<file path="config.mk">
export PLATFORM = sky130hd
export DESIGN_NAME = seq_divider
export DESIGN_NICKNAME = d
export VERILOG_FILES = /design/src/rtl/div_pkg.sv /design/src/rtl/seq_divider_step.sv /design/src/rtl/seq_divider.sv
export SDC_FILE = /design/constraint.sdc
export NUM_CORES = 1
export LEC_CHECK = 0
export ABC_AREA = 0
export BUFFER_PORTS_ARGS = -buffer_cell sky130_fd_sc_hd__buf_4
export CAP_MARGIN = 20
export CORE_ASPECT_RATIO = 1.2
export CORE_MARGIN = 4
export CORE_UTILIZATION = 50
export CTS_CLUSTER_DIAMETER = 60
export DETAILED_ROUTE_END_ITERATION = 12
export GPL_ROUTABILITY_DRIVEN = 1
export PLACE_DENSITY = 0.81
export SLEW_MARGIN = 10
export SYNTH_ARGS = -nofsm -noshare
export SYNTH_HDL_FRONTEND = slang
export SYNTH_SLANG_ARGS = --single-unit
export TNS_END_PERCENT = 50
</file>
<file path="constraint.sdc">
create_clock -name Clk -period 2.2 [get_ports Clk]
set_clock_uncertainty 0.15 [all_clocks]
set_input_delay 0.44 -clock Clk [delete_from_list [all_inputs] [get_ports Clk]]
set_output_delay 0.44 -clock Clk [all_outputs]
set_load 0.01 [all_outputs]
</file>
<file path="src/rtl/div_pkg.sv">
// Shared types and helpers for the iterative restoring divider.
package div_pkg;

  localparam int DIV_WIDTH = 8;

  typedef enum logic [1:0] {IDLE, ITER, FIX, DONE} div_state_t;

  // Negates the low w bits of v when neg is set; the result is masked to w bits.
  function automatic logic [63:0] cond_negate(input logic [63:0] v, input logic neg,
                                              input int unsigned w);
    logic [63:0] mask;
    mask = (w >= 64) ? '1 : ((64'd1 << w) - 64'd1);
    return (neg ? (~v + 64'd1) : v) & mask;
  endfunction

endpackage

</file>
<file path="src/rtl/seq_divider_step.sv">
// One combinational restoring-division step on a {R,Q} pair with divisor D.
module div_step #(
  parameter int WIDTH = 8
) (
  input  logic [WIDTH:0]   R_i,
  input  logic [WIDTH-1:0] Q_i,
  input  logic [WIDTH-1:0] D_i,
  output logic [WIDTH:0]   R_next_o,
  output logic [WIDTH-1:0] Q_next_o
);

  logic [WIDTH:0]   rShifted;
  logic [WIDTH+1:0] trial;
  logic             fits;

  // A bit shifted out of R's top means the value already exceeds any divisor.
  always_comb begin
    rShifted = {R_i[WIDTH-1:0], Q_i[WIDTH-1]};
    trial    = {1'b0, rShifted} - {2'b00, D_i};
    fits     = R_i[WIDTH] | ~trial[WIDTH+1];
    R_next_o = fits ? trial[WIDTH:0] : rShifted;
    Q_next_o = {Q_i[WIDTH-2:0], fits};
  end

endmodule

</file>
<file path="src/rtl/seq_divider.sv">
// Iterative restoring divider with a level-sensitive Start handshake and optional signed mode.
module seq_divider
  import div_pkg::*;
#(
  parameter int WIDTH  = DIV_WIDTH,
  parameter bit SIGNED = 1'b0
) (
  input  logic             Clk,
  input  logic             Reset_n,
  input  logic             Start,
  input  logic [WIDTH-1:0] Dividend,
  input  logic [WIDTH-1:0] Divisor,
  output logic [WIDTH-1:0] Quotient,
  output logic [WIDTH-1:0] Remainder,
  output logic             Busy,
  output logic             Done,
  output logic             Div_By_Zero,
  output logic             Overflow
);

  localparam int CW = (WIDTH > 1) ? $clog2(WIDTH) : 1;
  localparam logic [CW-1:0]    LAST    = CW'(WIDTH - 1);
  localparam logic [WIDTH-1:0] MIN_VAL = {1'b1, {(WIDTH-1){1'b0}}};

  div_state_t       state_q;
  logic [WIDTH:0]   r_q;
  logic [WIDTH-1:0] q_q;
  logic [WIDTH-1:0] d_q;
  logic [WIDTH-1:0] dvdRaw_q;
  logic [CW-1:0]    count_q;
  logic             negQ_q;
  logic             negR_q;
  logic             dbz_q;
  logic             ovf_q;
  logic             fixPhase_q;
  logic [WIDTH-1:0] qFix_q;
  logic [WIDTH-1:0] rFix_q;

  logic             dvdNeg;
  logic             dvsNeg;
  logic [WIDTH-1:0] dvdMag;
  logic [WIDTH-1:0] dvsMag;
  logic [WIDTH:0]   rStep;
  logic [WIDTH-1:0] qStep;

  assign dvdNeg = SIGNED && Dividend[WIDTH-1];
  assign dvsNeg = SIGNED && Divisor[WIDTH-1];
  assign dvdMag = WIDTH'(cond_negate(64'(Dividend), dvdNeg, WIDTH));
  assign dvsMag = WIDTH'(cond_negate(64'(Divisor), dvsNeg, WIDTH));

  div_step #(.WIDTH(WIDTH)) u_step (
    .R_i      (r_q),
    .Q_i      (q_q),
    .D_i      (d_q),
    .R_next_o (rStep),
    .Q_next_o (qStep)
  );

  // FIX spans two cycles: sign correction is registered first, then copied to
  // the outputs, so results only ever change on the FIX->DONE edge.
  always_ff @(posedge Clk or negedge Reset_n) begin
    if (!Reset_n) begin
      state_q     <= IDLE;
      r_q         <= '0;
      q_q         <= '0;
      d_q         <= '0;
      dvdRaw_q    <= '0;
      count_q     <= '0;
      negQ_q      <= 1'b0;
      negR_q      <= 1'b0;
      dbz_q       <= 1'b0;
      ovf_q       <= 1'b0;
      fixPhase_q  <= 1'b0;
      qFix_q      <= '0;
      rFix_q      <= '0;
      Quotient    <= '0;
      Remainder   <= '0;
      Busy        <= 1'b0;
      Done        <= 1'b0;
      Div_By_Zero <= 1'b0;
      Overflow    <= 1'b0;
    end else begin
      case (state_q)
        IDLE: begin
          if (Start) begin
            q_q        <= dvdMag;
            d_q        <= dvsMag;
            dvdRaw_q   <= Dividend;
            r_q        <= '0;
            count_q    <= '0;
            negQ_q     <= dvdNeg ^ dvsNeg;
            negR_q     <= dvdNeg;
            dbz_q      <= (Divisor == '0);
            ovf_q      <= SIGNED && (Dividend == MIN_VAL) && (Divisor == '1);
            fixPhase_q <= 1'b0;
            Busy       <= 1'b1;
            state_q    <= ITER;
          end
        end
        ITER: begin
          r_q <= rStep;
          q_q <= qStep;
          if (count_q == LAST) begin
            state_q <= FIX;
          end else begin
            count_q <= count_q + CW'(1);
          end
        end
        FIX: begin
          if (!fixPhase_q) begin
            qFix_q     <= dbz_q ? '1 :
                          WIDTH'(cond_negate(64'(q_q), negQ_q, WIDTH));
            rFix_q     <= dbz_q ? dvdRaw_q :
                          WIDTH'(cond_negate(64'(r_q[WIDTH-1:0]), negR_q, WIDTH));
            fixPhase_q <= 1'b1;
          end else begin
            Quotient    <= qFix_q;
            Remainder   <= rFix_q;
            Div_By_Zero <= dbz_q;
            Overflow    <= ovf_q;
            fixPhase_q  <= 1'b0;
            Busy        <= 1'b0;
            Done        <= 1'b1;
            state_q     <= DONE;
          end
        end
        DONE: begin
          if (!Start) begin
            Done    <= 1'b0;
            state_q <= IDLE;
          end
        end
        default: state_q <= IDLE;
      endcase
    end
  end

  assert property (@(posedge Clk) disable iff (!Reset_n) !(Busy && Done));
  assert property (@(posedge Clk) disable iff (!Reset_n) count_q <= LAST);

endmodule
</file>
Word level (Yosys, flattened, before mapping)
Cells that the tools add are included.
W data, S select, Z words.
- bits in registers: 75
- bits in latches: 0
- RAM bits: 0
- memory bits (read-only): 0
- output and inout port bits: 20
- memories kept: 0
- add/sub/neg operators: 2
- $mul: 0
- div/mod/pow operators: 0
- $lt $le $gt $ge: 0
- equal/unequal tests: 9
- shift-type cells: 0
- mux-type cells: 24
- bitwise logic cells: 3
- reductions and logical operators: 14
- operator list (kind ; count):
    $mux W8 ; 3
    $mux W9 ; 2
    $pmux W9 S2 ; 1
    $pmux W8 S2 ; 1
    $ne A2 B2 Y1 const B ; 5
    $reduce_and A2 Y1 ; 5
    $sub A9 B8 Y10 ; 1
    $reduce_and A3 Y1 ; 3
    $logic_not A8 Y1 ; 1
    $mux W2 ; 4
    $pmux W2 S4 ; 1
    $mux W1 ; 6
    $mux W3 ; 2
    $pmux W1 S2 ; 3
    $pmux W3 S2 ; 1
    $reduce_bool A2 Y1 ; 3
    $eq A2 B2 Y1 const B ; 2
    $reduce_and A4 Y1 ; 1
    $add A3 B1 Y3 const B ; 1
    $eq A3 B3 Y1 const B ; 1
    $eq A2 B1 Y1 const B ; 1
    $logic_not A2 Y1 ; 1
    $not A1 Y1 ; 2
    $or A1 B1 Y1 ; 1

Depth between registers and ports, before layout
Gate-level depths: netlist (run 1).
- depth in word-level cells: 5
- depth in mapped cells: 10
- depth with buffers taken out: 10

Modules after synthesis
From an unflattened synthesis (run 1), not the netlist that was laid out.
- cell total of the unflattened synthesis: 340
- area, all modules: 3854.9 um2
- modules (own cells, without submodules) (module ; instances ; cells an instance ; area an instance (um2) ; sequential area each (um2)):
    seq_divider ; 1 ; 262 ; 3269.4 ; 1876.8
    div_step ; 1 ; 78 ; 585.6 ; 0.0

Worst setup path before layout (run 1)
No wires, ideal clock.
- kind: register to register
- start: register r_q[0]
- end: register r_q[0]
- library setup time: 121 ps
- arrival time: 2020 ps
- required time: 1929 ps
- slack: -91 ps
- stages on the path, launching flop included: 9
- buffers on the path: 1
- path through: dfrtp_1 ha_1 nor2b_1 o21a_1 a311o_2 a41oi_2 buf_6 mux2i_1 a22o_1
- cells in the longest elaborated chain, start to end: 5
- ends and longest elaborated chain (what ; RTL line ; RTL):
    start: declaration ; seq_divider.sv:26 ; logic [WIDTH:0] r_q;
    start signal: assignment ; seq_divider.sv:101 ; r_q <= rStep;
    $sub A9 B8 Y10 ; seq_divider_step.sv:19 ; trial = {1'b0, rShifted} - {2'b00, D_i};
    $not A1 Y1 ; seq_divider_step.sv:20 ; fits = R_i[WIDTH] | ~trial[WIDTH+1];
    $or A1 B1 Y1 ; seq_divider_step.sv:20 ;
    $mux W9 ; seq_divider_step.sv:21 ; R_next_o = fits ? trial[WIDTH:0] : rShifted;
    $pmux W9 S2 ; seq_divider.sv:83 ; case (state_q)
No other way between the ends.
A chain may end at the register's enable or synchronous reset.

Worst setup path after layout (run 1)
- start: register d_q[1]
- end: register r_q[5]
- cells in the longest elaborated chain, start to end: 5
- ends and longest elaborated chain (what ; RTL line ; RTL):
    start: declaration ; seq_divider.sv:28 ; logic [WIDTH-1:0] d_q;
    start signal: assignment ; seq_divider.sv:87 ; d_q <= dvsMag;
    $sub A9 B8 Y10 * ; seq_divider_step.sv:19 ;
    $not A1 Y1 ; seq_divider_step.sv:20 ;
    $or A1 B1 Y1 ; seq_divider_step.sv:20 ;
    $mux W9 * ; seq_divider_step.sv:21 ;
    $pmux W9 S2 * ; seq_divider.sv:83 ;
Mark *: on every way between the ends. The rest lies on a longest branch, timed or not.

==> results of run 1 <==
flip-flops by register name, indices dropped and copies added (netlist names), 2 cells and up:
| register | flops |
|---|---|
| count_q | 3 |
| state_q | 2 |
| Remainder | 8 |
| rFix_q | 8 |
| Quotient | 8 |
| dvdRaw_q | 8 |
| q_q | 8 |
| qFix_q | 8 |
| r_q | 9 |
| d_q | 8 |
worst max-delay path by stage:
stage / slack, ns / startpoint / to
after floorplan: 0.01 / r_q[0] / r_q[0]
after detailed placement: -0.12 / q_q[7] / r_q[8]
final: -0.13 / d_q[1] / r_q[5]
after CTS: -0.13 / d_q[1] / r_q[2]
after global routing: -0.21 / d_q[1] / r_q[5]
after global placement: -0.02 / d_q[1] / r_q[2]
timing repair:
action	in CTS	in global routing
buffers inserted	3	5
hold buffers	1	0
pin swaps	6	7
hold endpoints to repair	35	0
resized for setup	3	17
gates cloned	0	0
setup endpoints to repair	10	10
final cells by class:
class | instances | area, sq um | area share
clock buffers | 10 | 128 | 0.0290
clock inverters | 6 | 90.1 | 0.0205
flip-flops and latches | 75 | 1880 | 0.427
well taps | 87 | 109 | 0.0248
inverters | 14 | 52.6 | 0.0120
repair buffers | 64 | 512 | 0.116
multi-input cells | 207 | 1630 | 0.371
placed cells by master, fill, tap and decap left out, drive strengths merged, types with 3 or more instances in the layout:
cell type,n
a21oi,3
a22o,6
buf,63
clkbuf,10
clkinv,3
dfrtp,75
ha,14
inv,14
mux2,35
mux2i,23
nand2,37
nand2b,3
nor2,15
nor2b,3
o21ai,37
xor2,4
logic make-up (layout without fill, tap and decap cells):
group                      after synthesis  after routing  synth area share
xor gates and xnor gates                 5              5            0.0124
buffers and inverters                   28             94            0.0329
AOI/OAI and AO/OA                       64             64             0.115
other                                    1              1           0.00106
muxes                                   58             58             0.177
DFF                                     75             75             0.531
adders and majority gates               15             15            0.0553
and+or+nand+nor                         64             64            0.0755
power groups by stage:
stage,clock (mW),sequential [mW],combinational [mW]
6_report,1.14,2.33,3.33
5_1_grt,1.24,2.40,3.68
4_1_cts,1.16,2.31,2.98
3_5_place_dp,0,2.34,2.86
3_3_place_gp,0,2.30,2.75
2_1_floorplan,0,2.30,1.94
critical path, cell delays in order (launching register included):
cell and delay, ns:
dfrtp_1 0.41, inv_2 0.10, ha_4 0.20, nor2b_4 0.11, o21a_1 0.18, a311o_2 0.34
a41oi_2 0.20, buf_12 0.17, mux2i_2 0.23, o21ai_1 0.10
metal layers:
metal,share of wire,GRT usage,up-vias
li1,-,-,1200
met1,0.42,0.207,1214
met2,0.52,0.310,54
met3,0.034,0.0411,17
met4,0.025,0.0682,0
met5,0,0,-
stage by stage:
step | hold WS (ns) | setup WS [ns] | cells | TNS, ns
floorplan | -0.00559 | 0.0137 | 310 | 0
global placement | 0.277 | -0.0180 | 438 | -0.110
detailed placement | 0.282 | -0.116 | 438 | -0.497
CTS | 0.181 | -0.127 | 458 | -0.497
global route | 0.176 | -0.205 | 463 | -1.48
finish | 0.190 | -0.127 | 463 | -0.620
==> impl_metrics.csv, run 1 <==
group,metric,value,unit
outcome,outcome,"finished with violations",
outcome,failed_checks,"negative setup slack",
floorplan,coreArea,0.00685,sq mm
timing,tightest_slew,0.712,ns
drt,route.detailed.drc,0,
min_path,whs_path_depth,2,
global_route,overflow,0,
job,max-cap-violations,0,
synthesis,synth.most_common_cell,"dfrtp_1",
setup_path,reg2reg_depth,9,
synthesis,synth_cell_types,36,
min_path,hold_path.class,"in2reg",
clock_network,clk_pin_slew,0.08,ns
cells_and_area,nets,405,
synthesis,async_flop_share,1.00,
pwr,irDropWorstVdd,0.000711,V
clock_network,cts_buffers,9,
floorplan,die_area,0.00848,sq mm
cells_and_area,num-fill-cells,520,
pwr,cellLeakagePower,2.09,nW
min_path,holdPathEnd,"d_q[0]",
drt,wl_per_cell,15.9,microns
synthesis,ys_seq_elements,75,
clock_network,cts_sinks,75,
floorplan,fp.dieH,100,microns
synthesis,synth_top_cells_by_count,"dfrtp_1 (75), nand2_1 (37), mux2_2 (35), o21ai_0 (33), mux2i_1 (23)",
global_route,grt_max_degree,38,
place,port_buffers,37,
pwr,power_frac_seq,0.343,
setup_path,startpoint_type,"flip-flop",
pwr,intPower,4.30,mW
clock_network,cts_max_path_buffers,2,
place,gp_congestion,0.831,
timing,max_clock_freq,430,MHz
synthesis,synth.avg_cell_area,11.4,sq um
pwr,power,6.80,mW
cells_and_area,area_growth,24.5,%
pwr,p_switching,2.50,mW
drt,firstDrtPassIters,4,
cells_and_area,post-route-util,0.641,
drt,viasPerCell,5.37,
global_route,grt_pass1_vias,2524,
clock_network,clk_latency,0.34,ns
place,hpwl,5.00,mm
timing,rsz0062_at_grt,"yes",
synthesis,synth_edf_count,0,
setup_path,required,2.26,ns
synthesis,yosys_warnings,0,
cells_and_area,fin_area,0.00440,sq mm
setup_path,end_kind,"flip-flop",
cells_and_area,n_antenna_cell,0,
pwr,switching_share,0.367,
cells_and_area,drive_gt1_frac,0.346,
floorplan,pin_count,39,
pwr,p_comb_frac,0.489,
timing,slew_viol_final,0,
setup_path,cp.arrival,2.39,ns
clock_network,h-tree-depth,3,
min_path,min_from,"Divisor[0]",
synthesis,netlist.area_leader.share,0.531,
timing,fin_crit_sh,1.06,
global_route,grtUsageTotal,0.176,
setup_path,r2r_start,"d_q[1]",
drt,ant_nets,0,
pwr,power_density,1550,mW/mm^2
floorplan,start_util,0.515,
synthesis,syn-cell-area,0.00353,sq mm
floorplan,rows,33,
timing,min_period,2.33,ns
synthesis,synth.largest_area_cell,"dfrtp_1",
clock_network,cts_tree,"done",
synthesis,synth.area.top_cells,"dfrtp_1 (53%), mux2_2 (11%), mux2i_1 (6.5%)",
setup_path,critPathKind,"reg2reg",
timing,setup_violations,9,
setup_path,r2r-end,"r_q[5]",
setup_path,path_max_fanout,8,
timing,final_hold_viol_count,0,
synthesis,ys_seq_area_frac,0.531,
global_route,grt_pass1_wl,11.8,mm
clock_network,cts_root_buf,"clkbuf_8",
setup_path,reg2reg_setup_slack,-0.13,ns
drt,vias,2485,
place,place_area,0.00402,sq mm
timing,worst_slack,-0.127,ns
drt,drt_wl_total,7.34,mm
pwr,power_frac_clock,0.168,
floorplan,die_width,84.7,microns
synthesis,synth_ff_type,"dfrtp_1",
drt,drt_iter0_markers,135,
synthesis,synth_fp_nets,344,
timing,slew_headroom,0.525,
synthesis,synthCells,310,
global_route,grt_antenna_before_repair,0,
Note: power is estimated with default switching activity, not from simulation.
==> run 2, diff against run 1 <==
--- a/config.mk
+++ b/config.mk
@@ -14,7 +14,8 @@
 export CTS_CLUSTER_DIAMETER = 60
 export DETAILED_ROUTE_END_ITERATION = 12
 export GPL_ROUTABILITY_DRIVEN = 1
-export PLACE_DENSITY = 0.81
+export MAX_ROUTING_LAYER = met4
+export PLACE_DENSITY = 0.83
 export SLEW_MARGIN = 10
 export SYNTH_ARGS = -nofsm -noshare
 export SYNTH_HDL_FRONTEND = slang
==> run 2 against run 1 <==
  * Sequential power hardly changed
  * The flow still finishes with violations (negative setup slack)
  * Register-to-register slack hardly changed
  * Non-clock buffer count is 2 lower
  * Highest routed layer unchanged
  * First-iteration DRC count is 3.0% higher
==> impl_metrics.csv, run 2 (synthesis gave the netlist of run 1 again) <==
group,metric,value,unit
floorplan,rows,33,
pwr,power_density,1550,mW/mm^2
floorplan,die_area,0.00848,sq mm
setup_path,cp.arrival,2.40,ns
pwr,power_frac_seq,0.343,
setup_path,path_max_fanout,8,
cells_and_area,layout_commonest_cell,"dfrtp_1",
drt,drt_wl_total,7.43,mm
setup_path,startpoint_type,"flip-flop",
drt,viasPerCell,5.57,
global_route,grt_antenna_before_repair,0,
place,port_buffers,37,
floorplan,die_width,84.7,microns
global_route,grt_pass1_wl,12.5,mm
drt,drt_iter0_markers,139,
cells_and_area,drive_gt1_frac,0.329,
floorplan,coreArea,0.00685,sq mm
timing,slew_headroom,0.453,
place,gp_congestion,0.820,
timing,final_hold_viol_count,0,
pwr,switching_share,0.362,
timing,hold_slack,0.175,ns
drt,vias,2569,
place,place_ws,-0.136,ns
timing,tightest_slew,0.820,ns
setup_path,critPathKind,"reg2reg",
timing,rsz0062_at_grt,"yes",
drt,route.detailed.drc,0,
pwr,irDropWorstVdd,0.000666,V
timing,worst_slack,-0.114,ns
job,max-cap-violations,0,
timing,fin_crit_sh,1.05,
clock_network,cts_buffers,9,
clock_network,h-tree-depth,3,
pwr,power_frac_clock,0.189,
floorplan,start_util,0.515,
pwr,p_comb_frac,0.467,
cells_and_area,nets,403,
setup_path,end_kind,"flip-flop",
pwr,p_switching,2.45,mW
cells_and_area,area_growth,23.4,%
clock_network,cts_root_buf,"clkbuf_8",
global_route,overflow,0,
global_route,grt_max_degree,43,
cells_and_area,n_antenna_cell,0,
cells_and_area,top_register,"r_q",
pwr,cellLeakagePower,2.09,nW
outcome,outcome,"finished with violations",
pwr,intPower,4.31,mW
setup_path,required,2.28,ns
drt,ant_nets,0,
drt,firstDrtPassIters,7,
clock_network,clk_latency,0.36,ns
min_path,hold_path.class,"in2reg",
timing,max_clock_freq,432,MHz
timing,slew_viol_final,0,
clock_network,cts_max_path_buffers,2,
cells_and_area,largest_register_ffs,9,
floorplan,fp.dieH,100,microns
cells_and_area,final_cell_mix,"dfrtp_1 (75), buf_4 (59), nand2_1 (37), mux2_2 (35), o21ai_0 (32)",
global_route,grtUsageTotal,0.194,
clock_network,cts_sinks,75,
place,hpwl,5.20,mm
global_route,grt_pass1_vias,2647,
timing,setup_violations,9,
clock_network,clk_pin_slew,0.08,ns
drt,wl_per_cell,16.1,microns
clock_network,cts_tree,"done",
floorplan,pin_count,39,
timing,min_period,2.31,ns
outcome,failed_checks,"negative setup slack",
## run 2: power groups by stage
stage / logic [mW] / clock network (mW) / registers, mW
global route: 3.50 / 1.36 / 2.39
floorplan: 1.94 / 0 / 2.30
global placement: 2.73 / 0 / 2.29
finish: 3.16 / 1.28 / 2.32
detailed placement: 2.88 / 0 / 2.34
CTS: 3.03 / 1.29 / 2.32
## run 2: timing repair
action,in CTS,in global routing
gates resized for setup,8,5
pin swaps,5,6
hold endpoints to repair,41,0
buffers inserted,3,4
endpoints found under the setup margin,10,10
hold buffers,1,0
## run 2: worst max-delay path, cell delays in order (launching register included)
cell and delay (ns):
dfrtp_1 0.40, inv_2 0.09, ha_4 0.20, nor2b_4 0.12, o21a_1 0.19, a311o_2 0.35
a41oi_2 0.20, buf_12 0.17, mux2i_2 0.24, o21ai_1 0.09
## run 2: layout make-up
| type | count | area (sq um) |
|---|---|---|
| Fill cell | 527 | 2500 |
| Multi-Input combinational cell | 207 | 1590 |
| Timing Repair Buffer | 62 | 493 |
| Tap cell | 87 | 109 |
| Clock inverter | 6 | 113 |
| Clock buffer | 10 | 128 |
| Sequential cell | 75 | 1880 |
| Inverter | 14 | 52.6 |
## run 2: metrics by stage
| stage | area [sq um] | TNS [ns] | instances | power (mW) | utilization |
|---|---|---|---|---|---|
| 2_1_floorplan | 3530 | 0 | 310 | 4.25 | - |
| 3_5_place_dp | 4010 | -1.02 | 437 | 5.22 | 0.585 |
| 6_report | 4360 | -0.515 | 461 | 6.76 | 0.636 |
| 4_1_cts | 4320 | -0.286 | 457 | 6.64 | 0.630 |
| 5_1_grt | 4360 | -1.17 | 461 | 7.25 | 0.636 |
| 3_3_place_gp | 4010 | -0.197 | 437 | 5.02 | 0.585 |
## run 2: path summary, 6_finish.rpt
path / from / endpoint / slack (ns) / depth (start not counted)
max in group asynchronous: Reset_n / d_q[0] / 0.87 / 3
setup reg to reg: d_q[1] / r_q[1] / -0.11 / 9
hold / removal: Divisor[4] / d_q[4] / 0.18 / 2
hold reg to reg: rFix_q[4] / rFix_q[4] / 0.33 / 2
min in group asynchronous: Reset_n / Quotient[5] / 0.45 / 2
setup / recovery: d_q[1] / r_q[1] / -0.11 / 9
## run 2: per-layer routing
metal / part of all wire / wire length (microns) / GRT usage / vias up
li1: - / - / - / 1198
met1: 0.41 / 3030 / 0.216 / 1304
met2: 0.53 / 3930 / 0.341 / 50
met3: 0.040 / 297 / 0.0460 / 17
met4: 0.024 / 176 / 0.0658 / 0
met5: 0 / 0 / - / -
